--- config.mk ---
export PLATFORM = sky130hd
export DESIGN_NAME = pa_spsram_128x42_ctrl_flat
export DESIGN_NICKNAME = d
export VERILOG_FILES = /design/src/rtl/pa_spsram_128x42_ctrl_pkg.sv /design/src/rtl/pa_spsram_128x42_ctrl_if.sv /design/src/rtl/pa_spsram_128x42_ctrl_sweep_cnt.sv /design/src/rtl/pa_spsram_128x42_ctrl.sv /design/src/flat_wrapper.sv
export SDC_FILE = /design/constraint.sdc
export NUM_CORES = 1
export LEC_CHECK = 0
export CAP_MARGIN = 20
export CORE_AREA = 2 2 96 98
export CTS_BUF_LIST = sky130_fd_sc_hd__clkbuf_8
export DETAILED_ROUTE_END_ITERATION = 8
export DIE_AREA = 0 0 98 100
export DONT_BUFFER_PORTS = 1
export HOLD_SLACK_MARGIN = 0.15
export PLACE_DENSITY = 0.67
export SLEW_MARGIN = 20
export SYNTH_ARGS = -nofsm -noshare
export SYNTH_HDL_FRONTEND = slang
export SYNTH_HIERARCHICAL = 1
export SYNTH_SLANG_ARGS = --single-unit
--- constraint.sdc ---
create_clock -name forever_cpuclk -period 4.3 [get_ports forever_cpuclk]
set_input_delay 0.215 -clock forever_cpuclk [delete_from_list [all_inputs] [get_ports forever_cpuclk]]
set_output_delay 0.215 -clock forever_cpuclk [all_outputs]
set_load 0.005 [all_outputs]
--- src/rtl/pa_spsram_128x42_ctrl_pkg.sv ---
// ----------------------------------------------------------------------------
// pa_spsram_128x42_ctrl_pkg
// Shared constants, FSM state encoding and a small helper for the 128x42
// single-port SRAM controller.
// ----------------------------------------------------------------------------
package pa_spsram_128x42_ctrl_pkg;

    localparam int IDX_WIDTH  = 7;
    localparam int DATA_WIDTH = 42;
    localparam int HALF_WIDTH = 21;

    typedef enum logic [1:0] {
        ST_INIT = 2'd0,
        ST_IDLE = 2'd1,
        ST_INV  = 2'd2
    } state_t;

    // Expand the two half-write enables (1 = write) into the SRAM's
    // active-low per-bit write enables.
    function automatic logic [DATA_WIDTH-1:0] half_wen(input logic [1:0] hmask);
        return {{HALF_WIDTH{~hmask[1]}}, {HALF_WIDTH{~hmask[0]}}};
    endfunction

endpackage

--- src/rtl/pa_spsram_128x42_ctrl_if.sv ---
// ----------------------------------------------------------------------------
// pa_spsram_128x42_ctrl_if
// Request/response bus of the SRAM controller.
//   inv_req / inv_done             : full-array invalidate request / sweep done
//   rd_vld, rd_idx / rd_rdy        : read request handshake
//   wr_vld, wr_idx, wr_data,
//   wr_hmask / wr_rdy              : write request handshake (half-word mask)
//   rsp_vld, rsp_data              : read response
// master = requester, slave = controller.
// ----------------------------------------------------------------------------
interface pa_spsram_128x42_ctrl_if;
    import pa_spsram_128x42_ctrl_pkg::*;

    logic                  inv_req;
    logic                  inv_done;
    logic                  rd_vld;
    logic [IDX_WIDTH-1:0]  rd_idx;
    logic                  rd_rdy;
    logic                  wr_vld;
    logic [IDX_WIDTH-1:0]  wr_idx;
    logic [DATA_WIDTH-1:0] wr_data;
    logic [1:0]            wr_hmask;
    logic                  wr_rdy;
    logic                  rsp_vld;
    logic [DATA_WIDTH-1:0] rsp_data;

    modport master (
        output inv_req, rd_vld, rd_idx, wr_vld, wr_idx, wr_data, wr_hmask,
        input  inv_done, rd_rdy, wr_rdy, rsp_vld, rsp_data
    );

    modport slave (
        input  inv_req, rd_vld, rd_idx, wr_vld, wr_idx, wr_data, wr_hmask,
        output inv_done, rd_rdy, wr_rdy, rsp_vld, rsp_data
    );

endinterface

--- src/rtl/pa_spsram_128x42_ctrl_sweep_cnt.sv ---
// ----------------------------------------------------------------------------
// pa_spsram_sweep_cnt
// 7-bit sweep address counter with a flag marking the final entry.
//   clk, rst : clock, asynchronous active-high reset
//   clr      : synchronous clear to 0 (wins over inc)
//   inc      : advance by one; wraps from the last entry back to 0
//   cnt      : current sweep address
//   last     : cnt is the final array entry
// ----------------------------------------------------------------------------
module pa_spsram_sweep_cnt
    import pa_spsram_128x42_ctrl_pkg::*;
(
    input  logic                 clk,
    input  logic                 rst,
    input  logic                 clr,
    input  logic                 inc,
    output logic [IDX_WIDTH-1:0] cnt,
    output logic                 last
);

    // Counter register; the natural 7-bit wrap returns it to 0 after the
    // last sweep write.
    always_ff @(posedge clk or posedge rst) begin
        if (rst) begin
            cnt <= '0;
        end else if (clr) begin
            cnt <= '0;
        end else if (inc) begin
            cnt <= cnt + IDX_WIDTH'(1);
        end
    end

    assign last = &cnt;

endmodule

--- src/rtl/pa_spsram_128x42_ctrl.sv ---
// ----------------------------------------------------------------------------
// pa_spsram_128x42_ctrl
// Controller for a 128x42 single-port SRAM. After reset it zero-fills the
// array (INIT), then serves one write or one read per cycle (IDLE), and on
// inv_req zero-fills the array again (INV).
//   forever_cpuclk, cpurst : clock, asynchronous active-high reset
//   bus (slave)            : request/response bus, see the interface file
//   sram_a/cen/gwen/wen/d  : SRAM address, chip enable, global and bit
//                            write enables (active-low), write data
//   sram_q                 : SRAM read data, valid the cycle after a read
// SRAM controls are combinational from the current state and request so a
// read accepted in cycle N returns data in cycle N+1.
// ----------------------------------------------------------------------------
module pa_spsram_128x42_ctrl
    import pa_spsram_128x42_ctrl_pkg::*;
(
    input  logic                    forever_cpuclk,
    input  logic                    cpurst,
    pa_spsram_128x42_ctrl_if.slave  bus,
    output logic [IDX_WIDTH-1:0]    sram_a,
    output logic                    sram_cen,
    output logic                    sram_gwen,
    output logic [DATA_WIDTH-1:0]   sram_wen,
    output logic [DATA_WIDTH-1:0]   sram_d,
    input  logic [DATA_WIDTH-1:0]   sram_q
);

    state_t                state;
    logic [IDX_WIDTH-1:0]  cnt;
    logic                  cnt_last;
    logic                  sweeping;
    logic                  in_idle;
    logic                  wr_rdy;
    logic                  rd_rdy;
    logic                  wr_go;
    logic                  rd_go;
    logic                  inv_done;
    logic                  rsp_vld;
    logic [DATA_WIDTH-1:0] rsp_hold;
    logic [IDX_WIDTH-1:0]  a_hold;
    logic [DATA_WIDTH-1:0] d_hold;

    assign sweeping = (state == ST_INIT) || (state == ST_INV);
    assign in_idle  = (state == ST_IDLE);

    // Priority inv_req > write > read is expressed purely through the
    // ready terms.
    assign wr_rdy = in_idle && !bus.inv_req;
    assign rd_rdy = in_idle && !bus.inv_req && !bus.wr_vld;
    assign wr_go  = bus.wr_vld && wr_rdy;
    assign rd_go  = bus.rd_vld && rd_rdy;

    pa_spsram_sweep_cnt u_sweep_cnt (
        .clk  (forever_cpuclk),
        .rst  (cpurst),
        .clr  (in_idle),
        .inc  (sweeping),
        .cnt  (cnt),
        .last (cnt_last)
    );

    // SRAM pin drive. While reset is held the state already reads INIT, so
    // reset is gated in here to keep the array deselected until release.
    // Address and data hold their last driven values when no access is made.
    always_comb begin
        sram_a    = a_hold;
        sram_d    = d_hold;
        sram_cen  = 1'b1;
        sram_gwen = 1'b1;
        sram_wen  = '1;
        if (!cpurst) begin
            if (sweeping) begin
                sram_a    = cnt;
                sram_d    = '0;
                sram_cen  = 1'b0;
                sram_gwen = 1'b0;
                sram_wen  = '0;
            end else if (wr_go) begin
                sram_a    = bus.wr_idx;
                sram_d    = bus.wr_data;
                sram_cen  = 1'b0;
                sram_gwen = ~|bus.wr_hmask;
                sram_wen  = half_wen(bus.wr_hmask);
            end else if (rd_go) begin
                sram_a    = bus.rd_idx;
                sram_cen  = 1'b0;
            end
        end
    end

    // State machine plus its registered outputs: the sweep-done pulse, the
    // read-response strobe, the response hold register and the remembered
    // address/data used when the SRAM is idle.
    always_ff @(posedge forever_cpuclk or posedge cpurst) begin
        if (cpurst) begin
            state    <= ST_INIT;
            inv_done <= 1'b0;
            rsp_vld  <= 1'b0;
            rsp_hold <= '0;
            a_hold   <= '0;
            d_hold   <= '0;
        end else begin
            inv_done <= 1'b0;
            rsp_vld  <= rd_go;
            a_hold   <= sram_a;
            d_hold   <= sram_d;
            if (rsp_vld) begin
                rsp_hold <= sram_q;
            end
            case (state)
                ST_INIT, ST_INV: begin
                    if (cnt_last) begin
                        state    <= ST_IDLE;
                        inv_done <= 1'b1;
                    end
                end
                ST_IDLE: begin
                    if (bus.inv_req) begin
                        state <= ST_INV;
                    end
                end
                default: state <= ST_INIT;
            endcase
        end
    end

    assign bus.wr_rdy   = wr_rdy;
    assign bus.rd_rdy   = rd_rdy;
    assign bus.inv_done = inv_done;
    assign bus.rsp_vld  = rsp_vld;
    // Fresh SRAM data in the response cycle, held copy afterwards.
    assign bus.rsp_data = rsp_vld ? sram_q : rsp_hold;

endmodule

--- src/flat_wrapper.sv ---
// flat-port wrapper written by rule: the top's interface ports become plain ports
module pa_spsram_128x42_ctrl_flat import pa_spsram_128x42_ctrl_pkg::*;
  (forever_cpuclk, cpurst, sram_a, sram_cen, sram_gwen, sram_wen, sram_d, sram_q, bus_inv_req, bus_rd_vld, bus_rd_idx, bus_wr_vld, bus_wr_idx, bus_wr_data, bus_wr_hmask, bus_inv_done, bus_rd_rdy, bus_wr_rdy, bus_rsp_vld, bus_rsp_data);
  pa_spsram_128x42_ctrl_if bus_i ();
  input  logic forever_cpuclk;
  input  logic cpurst;
  output logic [IDX_WIDTH-1:0] sram_a;
  output logic sram_cen;
  output logic sram_gwen;
  output logic [DATA_WIDTH-1:0] sram_wen;
  output logic [DATA_WIDTH-1:0] sram_d;
  input  logic [DATA_WIDTH-1:0] sram_q;
  input wire logic [$bits(bus_i.inv_req)-1:0] bus_inv_req;
  input wire logic [$bits(bus_i.rd_vld)-1:0] bus_rd_vld;
  input wire logic [$bits(bus_i.rd_idx)-1:0] bus_rd_idx;
  input wire logic [$bits(bus_i.wr_vld)-1:0] bus_wr_vld;
  input wire logic [$bits(bus_i.wr_idx)-1:0] bus_wr_idx;
  input wire logic [$bits(bus_i.wr_data)-1:0] bus_wr_data;
  input wire logic [$bits(bus_i.wr_hmask)-1:0] bus_wr_hmask;
  output wire logic [$bits(bus_i.inv_done)-1:0] bus_inv_done;
  output wire logic [$bits(bus_i.rd_rdy)-1:0] bus_rd_rdy;
  output wire logic [$bits(bus_i.wr_rdy)-1:0] bus_wr_rdy;
  output wire logic [$bits(bus_i.rsp_vld)-1:0] bus_rsp_vld;
  output wire logic [$bits(bus_i.rsp_data)-1:0] bus_rsp_data;
  assign bus_i.inv_req = bus_inv_req;
  assign bus_i.rd_vld = bus_rd_vld;
  assign bus_i.rd_idx = bus_rd_idx;
  assign bus_i.wr_vld = bus_wr_vld;
  assign bus_i.wr_idx = bus_wr_idx;
  assign bus_i.wr_data = bus_wr_data;
  assign bus_i.wr_hmask = bus_wr_hmask;
  assign bus_inv_done = bus_i.inv_done;
  assign bus_rd_rdy = bus_i.rd_rdy;
  assign bus_wr_rdy = bus_i.wr_rdy;
  assign bus_rsp_vld = bus_i.rsp_vld;
  assign bus_rsp_data = bus_i.rsp_data;
  pa_spsram_128x42_ctrl u_core (.forever_cpuclk(forever_cpuclk), .cpurst(cpurst), .bus(bus_i), .sram_a(sram_a), .sram_cen(sram_cen), .sram_gwen(sram_gwen), .sram_wen(sram_wen), .sram_d(sram_d), .sram_q(sram_q));
endmodule
-- Yosys cells after proc, flatten, opt, wreduce, memory -nomap -nowiden
Cells that the tools add are included.
- bits in registers: 102
- bits of input ports: 105
- output and inout bits: 139
- logic and storage cells: 53
- $add $sub $neg: 1
- equal/unequal tests: 4
- muxes and demuxes: 25
- bitwise gates (word level): 2
- reduce and logical (&&, ||, !) cells: 14
- operator list (cell ; count):
    two-way mux 42 bit ; 7
    two-way mux 7 bit ; 6
    two-way mux 1 bit ; 9
    adder 7 x 1 -> 7 bit (second input constant) ; 1
    AND reduction 7 bit ; 1
    logical AND 1 bit ; 4
    two-way mux 2 bit ; 2
    one-hot mux 2 bit (2 select lines) ; 1
    OR reduction 2 bit ; 2
    logical NOT 1 bit ; 3
    equality test 2 x 1 -> 1 bit (second input constant) ; 1
    equality test 2 bit (second input constant) ; 1
    logical NOT 2 bit ; 1
    inequality test 2 x 1 -> 1 bit (second input constant) ; 1
    inequality test 2 bit (second input constant) ; 1
    NOT 1 bit ; 2
    AND reduction 2 bit ; 1
    nonzero test 2 bit ; 1
    logical OR 1 bit ; 1

-- Logic depth before layout (Yosys ltp)
Gate-level depths: netlist (run 1).
- depth after elaboration: 8
- depth in mapped cells: 6
- gate-level depth less buffers: 5

-- By module
The synthesis (run 1) kept the hierarchy.
- by module, submodules not included (module ; times used ; cells each ; area each (µm²) ; seq. area each (µm²)):
    pa_spsram_128x42_ctrl ; 1 ; 387 ; 4195.3 ; 2377.3
    pa_spsram_sweep_cnt ; 1 ; 32 ; 327.8 ; 175.2

-- Least setup slack after synthesis (run 1)
OpenSTA, ideal clock, no wires.
- path type: input to output
- start: in cpurst
- end: out sram_wen[10]
- arrival time: 2.599 ns
- setup slack: 1.486 ns
- stages on the path: 6
- cells stage by stage: inv_2 > and2_1 > buf_4 > buf_4 > a21oi_1 > buf_4
- cells in the longest elaborated chain, start to end: 1
- ends and longest elaborated chain (element ; line ; text):
    from (decl) ; flat_wrapper.sv:6 ; input logic cpurst;
    two-way mux 42 bit ; pa_spsram_128x42_ctrl.sv:71 ; if (!cpurst) begin
    to (decl) ; flat_wrapper.sv:10 ; output logic [DATA_WIDTH-1:0] sram_wen;
No other way between the ends.

-- Worst setup path in the final report (run 1)
- start: reg u_core.state[0]
- end: out sram_d[22]
- cells in the longest elaborated chain, start to end: 6
- elaborated cells between the ends (all ways): 9
- ends and longest elaborated chain (element ; line ; text):
    from (decl) ; pa_spsram_128x42_ctrl.sv:28 ; state_t state;
    from (signal assigned) ; pa_spsram_128x42_ctrl.sv:96 ; state <= ST_INIT;
    from (signal assigned) ; pa_spsram_128x42_ctrl.sv:113 ; state <= ST_IDLE;
    from (signal assigned) ; pa_spsram_128x42_ctrl.sv:119 ; state <= ST_INV;
    equality test 2 x 1 -> 1 bit ; pa_spsram_128x42_ctrl.sv:44 ; assign in_idle = (state == ST_IDLE);
    logical AND 1 bit ; pa_spsram_128x42_ctrl.sv:48 ; assign wr_rdy = in_idle && !bus.inv_req;
    logical AND 1 bit ; pa_spsram_128x42_ctrl.sv:50 ; assign wr_go = bus.wr_vld && wr_rdy;
    two-way mux 42 bit ; pa_spsram_128x42_ctrl.sv:78 ; end else if (wr_go) begin
    two-way mux 42 bit (*) ; pa_spsram_128x42_ctrl.sv:72 ; if (sweeping) begin
    two-way mux 42 bit (*) ; pa_spsram_128x42_ctrl.sv:71 ;
    to (decl) ; flat_wrapper.sv:11 ; output logic [DATA_WIDTH-1:0] sram_d;
Every way passes the cells marked *; elsewhere a longest branch is shown, timed or not.

==> results.ini, run 1 <==
[run_status]
status = finished clean

[synthesis]
ys_types = 32
synthCells = 419
yosysWarnings = 6
ys_seq_elements = 102
syn_area_sq_um = 4520
ys_seq_area_frac = 0.564
postSynthAreaPerCell_sq_um = 10.8
syn_nets = 525

[power]
p_int_w = 0.00144
clockPowerShare = 0.296
swShare = 0.285
p_comb_frac = 0.157
power_density_nw_per_um2 = 374
net-switching-power_w = 0.000571
ir_drop_v = 0.000242
power_w = 0.00201
seqPwrFrac = 0.547
p_leak_nw = 2.38

[finish]
final_nets = 566
final_layout_size_suffix_gt1_frac = 0.163
final_design_area_no_fill_sq_um = 5360
synthToLayoutAreaGrowth_pct = 18.6
antenna_cells = 0

[routing]
viasPerCell = 5.45
drc_errors = 0
drt-pass1-iter-count = 6
drt_iter0_drc = 105
totalWireLength_microns = 10700
antenna_left = 0
route.vias.total = 3140
avgRoutedWirePerCell_microns = 18.6

[sta]
fin_crit_ns = 3.16
fmax_mhz = 316
fin_skew_ns = 0.0141
rsz0062_at_grt = false
maxSlewViolCount = 0
tns_ns = 0
setup-violations-final = 0
tightest_slew_ns = 1.00
hold_viol_final = 0
slew_headroom = 0.330
fin_crit_sh = 0.735

[grt]
grt_usage = 0.220
grt_max_degree = 56
grt_pass1_vias = 3260
grt_pass1_wl_microns = 17000
antenna_found_initial = 1
grt-ovfl-total = 0

[cts]
cts_tree = done
post_cts_buffers = 0
clk_latency_ns = 0.36
ctsResizeCount = 0
htreeDepth = 3
cts_buffer_depth = 2
cts_sinks = 102
cts_buffers = 9
cts_hold_buf = 87
clk_pin_slew_worst_paths_ns = 0.11
cts_root_buf = clkbuf_8

[worst_hold_path]
hold_path_class = in -> reg

[die]
core_area_sq_um = 8890
io_pins = 244
initial_core_util = 0.509
chipWidth_microns = 98
die_y_microns = 100
rows = 35
fp.dieArea_sq_um = 9800

[worst_setup_path]
cp.required_ns = 4.09
path_buf_inv = 0
worstPathCellList = and4bb_4 > and2_2 > nand2_1 > a21oi_1
crit_path_max_fanout = 45
cp-start-kind = flop
slowest_delay_ns = 0.99
crit_family = simple AND/OR/NAND/NOR gates
cp_slowest_cell = dfrtp_1
path_class = reg -> out
cp_data_arrival_time_ns = 2.95
end_kind = output pin

[placed_design]
numPortBuffers = 0
globalplace.congestion = 0.850
place_area_sq_um = 4300
dp_hpwl_microns = 6660

[flow_run]
maxCapViolations = 0

==> logic make-up after synthesis <==
group                    Yosys count  synth area share
flip-flops                       102             0.564
buffers and inverters             65            0.0941
multiplexers                      43             0.107
adder cells (fa/ha/maj)            1           0.00277
XOR/XNOR                           4           0.00775
AO/OA/AOI/OAI                     81             0.103
AND/OR/NAND/NOR                  123             0.121
==> final timing paths <==
kind	startpoint	endpoint	slack [ns]	depth (start not counted)
min in group asynchronous	cpurst	u_core/u_sweep_cnt/cnt[1]	0.47	2
max	u_core/state[0]	sram_d[22]	1.14	4
min	bus_rd_idx[5]	u_core/a_hold[5]	0.17	2
max in group asynchronous	cpurst	u_core/a_hold[4]	2.65	3
min reg2reg	u_core/rsp_hold[22]	u_core/rsp_hold[22]	0.52	1
max reg2reg	u_core/state[0]	u_core/d_hold[24]	1.59	4
==> cells in the mapped netlist <==
library cell  count  area (sq um)
nand4_2           1          12.5
and2_1            2          12.5
a221oi_1          3          26.3
nor3_1            1          5.00
mux2_2           42           473
inv_2             2          7.51
xor2_1            3          26.3
o221ai_1          3          26.3
dfrtp_1         102          2550
a2bb2oi_1         7          61.3
buf_4            46           345
nor2b_1           9          56.3
buf_2             7          35.0
a22o_1            1          8.76
o21a_1            1          7.51
o21ai_0           7          35.0
xnor2_1           1          8.76
nor4b_2           1          15.0
ha_1              1          12.5
nor2_2            1          6.26
a31oi_1           4          25.0
and4bb_4          1          16.3
inv_1             2          7.51
or2_2             2          12.5
nand4_1           2          12.5
nor2_1           24          90.1
nor3b_2           1          12.5
or3_1             2          12.5
mux2i_1           1          10.0
nand2_1          76           285
a21oi_1          55           275
clkbuf_1          8          30.0
==> flip-flops by register name (all words and copies together) (netlist names) <==
name                    flops
u_core/bus.rsp_vld          1
u_core/a_hold               7
u_core/bus.inv_done         1
u_core/d_hold              42
u_core/u_sweep_cnt/cnt      7
u_core/state                2
u_core/rsp_hold            42
==> final cells by class <==
type                       instances  area [sq um]
clock buffer                      10           138
inverter                           4          17.5
sequential                       102          2550
fill                             688          3530
timing repair buffer              91           901
tap                              111           139
multi-input combinational        252          1560
clock inverter                     6          57.6
==> cell usage in the layout (no fill, tap or decap), types with 3 or more instances in the layout <==
cell,instances
nand2_1,76
dfrtp_1,101
mux2_2,42
inv_6,4
a221oi_1,3
nor2_1,23
xor2_1,3
a2bb2oi_1,7
clkbuf_8,10
buf_4,4
a31oi_1,4
o221ai_1,3
o21ai_0,7
dlygate4sd3_1,87
nor2b_1,9
a21oi_1,53
==> power by group through the flow <==
| stage | combinational [W] | sequential (W) | clock, W |
|---|---|---|---|
| after CTS | 0.000316 | 0.00110 | 0.000619 |
| after floorplan | 0.000240 | 0.00109 | 0 |
| after detailed placement | 0.000252 | 0.00111 | 0 |
| final | 0.000315 | 0.00110 | 0.000593 |
| after global placement | 0.000242 | 0.00111 | 0 |
| after global routing | 0.000352 | 0.00111 | 0.000654 |
==> through the flow <==
step / util / instances / hold slack (ns) / setup slack [ns]
final: 0.603 / 576 / 0.172 / 1.14
after global routing: 0.603 / 576 / 0.176 / 0.956
after CTS: 0.603 / 576 / 0.155 / 1.16
after detailed placement: 0.483 / 473 / 0.0499 / 1.60
after global placement: 0.483 / 473 / 0.0459 / 1.71
after floorplan: - / 419 / 0.0184 / 1.49
==> metal layers <==
layer  wire (microns)  track usage  vias up
met5               13            0        -
met4              121       0.0577        2
met3             1070       0.0829       12
met2             5470        0.385      160
met1             4050        0.256     1518
li1                 -            -     1448
Note: power is estimated with default switching activity, not from simulation.
==> run 2: changes to the inputs <==
Clock period 4.3 ns to 3.2 ns, I/O delays scaled along.
==> run 2 against run 1 <==
Effect of this change: global-route usage is essentially flat; highest routed layer is now met4; total power grew 34%; largest power group unchanged; count of clock-buffer cells in the layout unchanged; critical endpoint is now sram_d[29].
==> results.ini, run 2 (synthesis results as in run 1) <==
[worst_setup_path]
cp_data_arrival_time_ns = 2.61  ; -0.34 ns
timing.rr.end = u_core/d_hold[29]
end_kind = output pin
path_buf_inv = 1  ; +1
slowest_delay_ns = 0.61  ; -0.38 ns
cp-start-kind = flop
reg2reg_slack_ns = 0.83  ; -0.76 ns
worstPathCellList = and4bb_4 > and2_2 > buf_4 > nand2_1 > a21oi_1
crit_path_max_fanout = 34  ; -24%
cp.required_ns = 3.04  ; -1.05 ns
crit_family = simple AND/OR/NAND/NOR gates
reg2reg_depth = 5  ; +1
path_class = reg -> out
cp_slowest_cell = dfrtp_1
r2r_start = u_core/state[0]

[placed_design]
globalplace.congestion = 0.836  ; -1.6%
numPortBuffers = 0  ; unchanged
place_area_sq_um = 4330  ; +0.70%
dp_hpwl_microns = 6850  ; +2.9%

[cts]
clk_latency_ns = 0.36  ; about the same
clk_pin_slew_worst_paths_ns = 0.10  ; about the same
cts_buffer_depth = 2  ; unchanged
ctsResizeCount = 0  ; unchanged
cts_tree = done
cts_root_buf = clkbuf_8
cts_sinks = 102  ; unchanged
cts_buffers = 9  ; unchanged
htreeDepth = 3  ; unchanged
post_cts_buffers = 0  ; unchanged

[routing]
route.vias.total = 3212  ; +2.3%
drt_iter0_drc = 112  ; +6.7%
drc_errors = 0  ; unchanged
viasPerCell = 5.49  ; +0.72%
antenna_left = 0  ; unchanged
avgRoutedWirePerCell_microns = 18.7  ; +0.44%
drt-pass1-iter-count = 4  ; -2
totalWireLength_microns = 10900  ; +2.0%

[die]
rows = 35  ; unchanged
chipWidth_microns = 98  ; unchanged
io_pins = 244  ; unchanged
die_y_microns = 100  ; unchanged
fp.dieArea_sq_um = 9800  ; unchanged
initial_core_util = 0.509  ; unchanged
core_area_sq_um = 8890  ; unchanged

[sta]
slew_headroom = 0.396  ; +0.0656
rsz0062_at_grt = false
setup-violations-final = 0  ; unchanged
fin_crit_ns = 2.77
fin_skew_ns = 0.00808  ; -0.00599 ns
hold_viol_final = 0  ; unchanged
tightest_slew_ns = 0.905  ; -0.0970 ns
maxSlewViolCount = 0  ; unchanged
fin_crit_sh = 0.867
fmax_mhz = 361
tns_ns = 0  ; unchanged

[finish]
mostFrequentLayoutCell = dfrtp_1
post-route-util = 0.612  ; +0.00915
final_nets = 575  ; +1.6%
largestRegisters = u_core/d_hold: 42 flops, u_core/rsp_hold: 42 flops
final_design_area_no_fill_sq_um = 5440  ; +1.5%
antenna_cells = 0  ; unchanged
synthToLayoutAreaGrowth_pct = 20.4
final_layout_size_suffix_gt1_frac = 0.169  ; +0.00534
final_cell_mix = 101 x dfrtp_1, 92 x dlygate4sd3_1, 76 x nand2_1

[run_status]
status = finished clean

[worst_hold_path]
min_from = bus_wr_idx[3]
worstHoldPathCells = 2  ; unchanged
hold-path-endpoint = u_core/a_hold[3]
hold_path_class = in -> reg

[grt]
grt_max_degree = 82  ; +46%
grt_pass1_wl_microns = 17000  ; +0.28%
antenna_found_initial = 0  ; -1
grt_usage = 0.220  ; -0.000284
grt_pass1_vias = 3320  ; +1.8%
grt-ovfl-total = 0  ; unchanged

[power]
p_leak_nw = 2.41  ; +1.4%
ir_drop_v = 0.000371  ; +54%
power_density_nw_per_um2 = 493  ; +32%

[flow_run]
maxCapViolations = 0  ; unchanged

==> run 2: cell types whose count changed in the layout (fill, tap and decap cells not counted) <==
cell           delta
dlygate4sd3_1     +5
inv_6             -4
buf_4             +3
clkinv_4          +2
clkinvlp_4        +2
buf_6             +1
==> run 2: worst max-delay path by stage <==
stage,start,to,cells after the start
2_1_floorplan,cpurst,sram_wen[10],6
3_3_place_gp,u_core/state[0],sram_d[24],5
3_5_place_dp,u_core/state[0],sram_d[24],5
4_1_cts,u_core/state[0],sram_d[24],5
5_1_grt,u_core/state[0],sram_d[29],5
6_report,u_core/state[0],sram_d[29],5
==> run 2: area by class of cell <==
cell class | count | area, sq um
Clock buffer | 10 | 138
Clock inverter | 6 | 55.1
Fill cell | 667 | 3450
Inverter | 4 | 17.5
Multi-Input combinational cell | 252 | 1560
Sequential cell | 102 | 2550
Tap cell | 111 | 139
Timing Repair Buffer | 100 | 985
==> run 2: routing by layer <==
metal / track usage / vias up / wire length, microns / share of wire
li1: - / 1465 / - / -
met1: 0.258 / 1537 / 4240 / 0.39
met2: 0.380 / 198 / 5600 / 0.51
met3: 0.0877 / 12 / 1010 / 0.092
met4: 0.0534 / 0 / 91 / 0.0083
met5: 0 / - / 0 / 0
==> run 2: where the power goes <==
part / leakage, nW / internal, W / switching (W)
Sequential: 1.39 / 0.00139 / 0.0000857
Combinational: 0.933 / 0.000219 / 0.000211
Clock: 0.0925 / 0.000318 / 0.000462
==> run 2: per-stage QoR <==
step,worst slack (ns),cells,hold WS (ns),power (W)
2_1_floorplan,0.496,419,-0.0366,0.00179
3_3_place_gp,0.953,477,-0.0216,0.00183
3_5_place_dp,0.882,477,-0.0215,0.00184
4_1_cts,0.465,585,0.151,0.00271
5_1_grt,0.271,585,0.159,0.00282
6_report,0.427,585,0.169,0.00268
==> run 2: timing repair <==
item,in CTS,in global routing
hold endpoints to repair,114,0
setup endpoints to repair,0,0
hold buffers,92,0
